`src/rtl/cpu_pkg.sv`:
```
// rtl/cpu_pkg.sv - shared state encoding and constants for the pipeline control blocks
package cpu_pkg;

    typedef enum logic {
        RUN  = 1'b0,
        HALT = 1'b1
    } state_t;

    localparam logic [4:0] REG_ZERO  = 5'd0;
    localparam int         CNT_W_DEF = 32;

endpackage

```
`src/rtl/sat_counter.sv`:
```
// rtl/sat_counter.sv - up counter that sticks at all-ones instead of wrapping
module sat_counter #(
    parameter int CNT_W = 32
) (
    input  logic             clk,
    input  logic             rst,
    input  logic             en,
    output logic [CNT_W-1:0] q
);

    always_ff @(posedge clk) begin
        if (rst) begin
            q <= '0;
        end else if (en && (q != {CNT_W{1'b1}})) begin
            q <= q + CNT_W'(1);
        end
    end

endmodule

```
`src/rtl/pipeline_hazard_ctrl.sv`:
```
// rtl/pipeline_hazard_ctrl.sv - RAW stall, redirect flush and RUN/HALT control for the 5-stage pipeline
module pipeline_hazard_ctrl
    import cpu_pkg::*;
#(
    parameter bit HAS_FWD = 1'b1,
    parameter int CNT_W   = CNT_W_DEF
) (
    input  logic             clk,
    input  logic             rst,
    input  logic [4:0]       id_ra,
    input  logic [4:0]       id_rb,
    input  logic             id_use_ra,
    input  logic             id_use_rb,
    input  logic [4:0]       ex_rw,
    input  logic             ex_regwrite,
    input  logic             ex_memtoreg,
    input  logic [4:0]       mem_rw,
    input  logic             mem_regwrite,
    input  logic             ex_redirect,
    input  logic             ex_halt,
    input  logic             go,
    output logic             pc_pause,
    output logic             ifid_pause,
    output logic             ifid_flush,
    output logic             idex_flush,
    output logic             halted,
    output logic [CNT_W-1:0] cycle_cnt,
    output logic [CNT_W-1:0] stall_cnt,
    output logic [CNT_W-1:0] flush_cnt
);

    state_t state;
    logic   go_q;
    logic   ex_hit_a, ex_hit_b, mem_hit_a, mem_hit_b;
    logic   haz_a, haz_b, stall;
    logic   in_run;

    // With forwarding only a load still in EX cannot supply its result in time.
    always_comb begin
        if (HAS_FWD) begin
            ex_hit_a  = ex_regwrite & ex_memtoreg & (ex_rw == id_ra);
            ex_hit_b  = ex_regwrite & ex_memtoreg & (ex_rw == id_rb);
            mem_hit_a = 1'b0;
            mem_hit_b = 1'b0;
        end else begin
            ex_hit_a  = ex_regwrite & (ex_rw == id_ra);
            ex_hit_b  = ex_regwrite & (ex_rw == id_rb);
            mem_hit_a = mem_regwrite & (mem_rw == id_ra);
            mem_hit_b = mem_regwrite & (mem_rw == id_rb);
        end
        haz_a = id_use_ra & (id_ra != REG_ZERO) & (ex_hit_a | mem_hit_a);
        haz_b = id_use_rb & (id_rb != REG_ZERO) & (ex_hit_b | mem_hit_b);
        stall = haz_a | haz_b;
    end

    assign in_run = ~rst & (state == RUN);

    always_comb begin
        pc_pause   = 1'b0;
        ifid_pause = 1'b0;
        ifid_flush = 1'b0;
        idex_flush = 1'b0;
        if (rst) begin
            ifid_flush = 1'b1;
            idex_flush = 1'b1;
        end else if ((state == HALT) || ex_halt) begin
            pc_pause   = 1'b1;
            ifid_pause = 1'b1;
            idex_flush = 1'b1;
        end else if (ex_redirect) begin
            // The ID instruction is wrong-path, so any stall it raised is moot.
            ifid_flush = 1'b1;
            idex_flush = 1'b1;
        end else if (stall) begin
            pc_pause   = 1'b1;
            ifid_pause = 1'b1;
            idex_flush = 1'b1;
        end
    end

    always_ff @(posedge clk) begin
        if (rst) begin
            state  <= RUN;
            halted <= 1'b0;
            go_q   <= 1'b0;
        end else begin
            go_q <= go;
            case (state)
                RUN: begin
                    if (ex_halt) begin
                        state  <= HALT;
                        halted <= 1'b1;
                    end
                end
                HALT: begin
                    if (go && !go_q) begin
                        state  <= RUN;
                        halted <= 1'b0;
                    end
                end
                default: begin
                    state  <= RUN;
                    halted <= 1'b0;
                end
            endcase
        end
    end

    sat_counter #(.CNT_W(CNT_W)) u_cycle_cnt (
        .clk (clk),
        .rst (rst),
        .en  (in_run),
        .q   (cycle_cnt)
    );

    sat_counter #(.CNT_W(CNT_W)) u_stall_cnt (
        .clk (clk),
        .rst (rst),
        .en  (in_run & ~ex_halt & ~ex_redirect & stall),
        .q   (stall_cnt)
    );

    sat_counter #(.CNT_W(CNT_W)) u_flush_cnt (
        .clk (clk),
        .rst (rst),
        .en  (in_run & ~ex_halt & ex_redirect),
        .q   (flush_cnt)
    );

endmodule

```
`config.mk`:
```
export PLATFORM = sky130hd
export DESIGN_NAME = pipeline_hazard_ctrl
export DESIGN_NICKNAME = d
export VERILOG_FILES = /design/src/rtl/cpu_pkg.sv /design/src/rtl/sat_counter.sv /design/src/rtl/pipeline_hazard_ctrl.sv
export SDC_FILE = /design/constraint.sdc
export NUM_CORES = 1
export LEC_CHECK = 0
export ABC_AREA = 1
export ABC_CLOCK_PERIOD_IN_PS = 2000
export CAP_MARGIN = 20
export CORE_AREA = 2 2 115 117
export DETAILED_ROUTE_END_ITERATION = 10
export DIE_AREA = 0 0 117 119
export PLACE_DENSITY = 0.87
export SLEW_MARGIN = 5
export SYNTH_ARGS = -nofsm -noshare
export SYNTH_HDL_FRONTEND = slang
export SYNTH_SLANG_ARGS = --single-unit
```
`constraint.sdc`:
```
create_clock -name clk -period 2 [get_ports clk]
set_input_delay 0.4 -clock clk [delete_from_list [all_inputs] [get_ports clk]]
set_output_delay 0.4 -clock clk [all_outputs]
set_load 0.03 [all_outputs]
```
==> metrics <==
biggest area consumer among synthesized cells dfxtp_1; Seq/Total Area, Yosys 32.13%; syn_nets 1,020; Final Cycle Share between 90 and 100%; Clock Latency Late Sink 350 ps; Die Area around 0.014 mm^2; Max Fclk 0.5100 GHz; Power Internal 3.133 mW; Seq pwr share 47.9%; cell row count 42; Post-synth top flop dfxtp_1; Hold Startpoint rst; synth top area cells dfxtp_1 (32%), nand2_1 (18%), nor2_1 (11%); fill count between 1k and 1.5k; io pins between 100 and 150; Critical Path RT 1600 ps; NumNets Final ~1.2k; global route total overflow 0; slowest CP cell clkdlybuf4s50_1; vias in the first global route 6,213; GRT Util Overall 25.08%; initial cell density of the core between 40% and 50%; Switching Share 24.56%; Synth Instances 987; worst slew pin tran about 420 ps; top-area cell type share of the netlist area 32.13%; max cap viols 0; Buf/Inv on CP 1; Hold Path Class in -> reg; CP startpoint kind flop; Core ar. ~0.013 mm^2; antenna-violating nets left 0; minimum clock period after layout approximately 2000 ps; Layout area overhead 36.96%; crit path max fanout 7; Register-to-Register Path Depth 13; Logic pwr share 9.6%; CTS clk-pin slew, worst paths around 70 ps; CTS tree built; CP peak stage delay ~730 ps; CP Capture Type output pin; Rel. slew slack between 70% and 80%; most frequent cells in the layout nand2_1 (284), nor2_1 (164), dfxtp_1 (97); PwrDens 491.6 mW/mm^2; status complete, no violations; drt wl/cell between 10 and 15 um; First DRT Iteration DRCs 570; via count 6,943; total CTS buffers 9; initial antenna violation count 0; GP Congestion about 0.96; crit-path cells clkdlybuf4s50_1; drt first pass iters 5; Yosys warning count 0; Mapped Avg Cell Area 6.250 um^2; H-tree levels 3; fraction of registers with async set/reset 0%; port bufs 124; max-slew violations 0; Cell Area, Synth 0.006168 mm^2; Post-CTS Hold Buffers 0; dpl hpwl 13.05 mm; Final Hold Vio Count 0; Reg-to-Reg End u_cycle_cnt.q[18]$_SDFFE_PP0P_; Hold Crit Endpoint u_flush_cnt.q[15]$_SDFFE_PP0P_; flops & latches, synth 99; Sink Count 99; Residual DRC 0; vias per std cell 5.166; Switch Pwr 1.020 mW; Reg2Reg Setup Slack 110 ps; final WL 17.74 mm; final setup fails 0; synth unique cells 36; Post-synth EDFFs 0; Power, Total 4.153 mW; Die Width 117 um; Crit Reg-Reg Startpoint u_cycle_cnt.q[0]$_SDFFE_PP0P_; layout cell share with drive strength beyond 1 between 10% and 20%; Crit path max-delay family buffers and inverters; largest net degree at the start of global routing 60; first-pass GRT wire length around 28 mm; Max IR drop VDD 0.3426 mV; hold path cells 3; Clock Skew 8.656 ps; final core occ 65.62%; root buffer cell clkbuf_16; Die H 119 um; commonest non-fill, non-tap cell in the layout nand2_1; Clock Tree Buf Depth 2; # diodes 0; critical path class reg -> out; LEAKAGE 3.335 nW; clock power share 42.5%; WP data arrival 1560 ps
[worst max-delay path by stage]
stage                                    from  slack [ps]                              to  depth (start not counted)
2_1_floorplan   u_cycle_cnt.q[0]$_SDFFE_PP0P_          40  u_cycle_cnt.q[20]$_SDFFE_PP0P_                         13
3_3_place_gp                         ex_rw[1]        -270                      ifid_pause                         10
3_5_place_dp                         ex_rw[1]        -290                      ifid_pause                         10
4_1_cts                              id_ra[4]           2                      ifid_pause                          9
5_1_grt                           ex_regwrite         -20  u_stall_cnt.q[30]$_SDFFE_PP0P_                         15
6_report       u_cycle_cnt.q[26]$_SDFFE_PP0P_          40                   cycle_cnt[26]                          1
[layer usage]
| metal | track usage [%] | up-vias | wire, um |
|---|---|---|---|
| li1 | - | 3512 | - |
| met2 | 42.09 | 244 | 8676 |
| met3 | 4.427 | 26 | 1036 |
| met5 | 0 | - | 0 |
| met1 | 31.83 | 3161 | 7717 |
| met4 | 9.412 | 0 | 310 |
[power by group through the flow]
stage | Clock [mW] | Combinational (mW) | Sequential, mW
after floorplan | 0 | 0.193 | 2.06
after global placement | 0 | 0.376 | 2.03
after detailed placement | 0 | 0.381 | 2.04
after CTS | 1.82 | 0.388 | 1.99
after global routing | 1.90 | 0.435 | 1.99
final | 1.77 | 0.397 | 1.99
[stage by stage]
stage	std cells	hold slack, ps	setup TNS [ps]	setup slack (ps)	instance area [um^2]
final	1344	425.2	0	39.16	8448
after CTS	1339	417.4	0	2.430	8289
after global placement	1312	447.9	-9467	-271.1	7906
after floorplan	987	432.9	0	36.17	6180
after detailed placement	1312	458.9	-11210	-287.4	7906
after global routing	1344	427.9	-123.3	-24.97	8448
[area by class of cell]
cell class	instances	area (um^2)	share of cell area (%)
repair buffers	191	1818	21.52
multi-input cells	761	3747	44.36
clock inverters	5	62.56	0.7405
clock buffers	11	232.7	2.755
well taps	176	220.2	2.607
inverters	101	382.9	4.532
flip-flops and latches	99	1984	23.49
[logic make-up (layout without fill, tap and decap cells)]
group | Yosys count | after routing | synth area share, %
fa+ha+maj | 3 | 3 | 0.6086
compound gates | 91 | 91 | 7.546
xor+xnor | 27 | 27 | 3.834
simple gates | 640 | 640 | 46.59
buf+inv | 127 | 308 | 9.290
flops | 99 | 99 | 32.13
[state kept, by name (all words and copies together) (netlist names)]
signal / cells
go_q: 1
halted: 1
state: 1
u_cycle_cnt.q: 32
u_flush_cnt.q: 32
u_stall_cnt.q: 32
[repair_timing]
item | CTS | global route
resized for setup | 27 | 69
pin swaps | 13 | 13
setup endpoints to repair | 5 | 76
gates cloned | 0 | 1
buffers inserted | 11 | 4
[synthesized netlist by cell type, types with 3 or more instances]
master,n
nand2_1,290
nor3_2,5
buf_6,9
nand2_2,5
o21bai_1,4
ha_1,3
nor3b_1,5
xor2_1,21
o21ai_1,5
nand3b_1,4
dfxtp_1,99
clkbuf_1,7
nor4_1,5
inv_1,95
nor3_1,31
nand3_2,11
buf_4,5
nand3_1,55
xnor2_1,6
nand4_1,33
nor2_1,174
buf_2,5
nor2_2,10
a21oi_1,65
o21ai_0,17
nor2_4,3
Power figures use the tool's default switching activity.
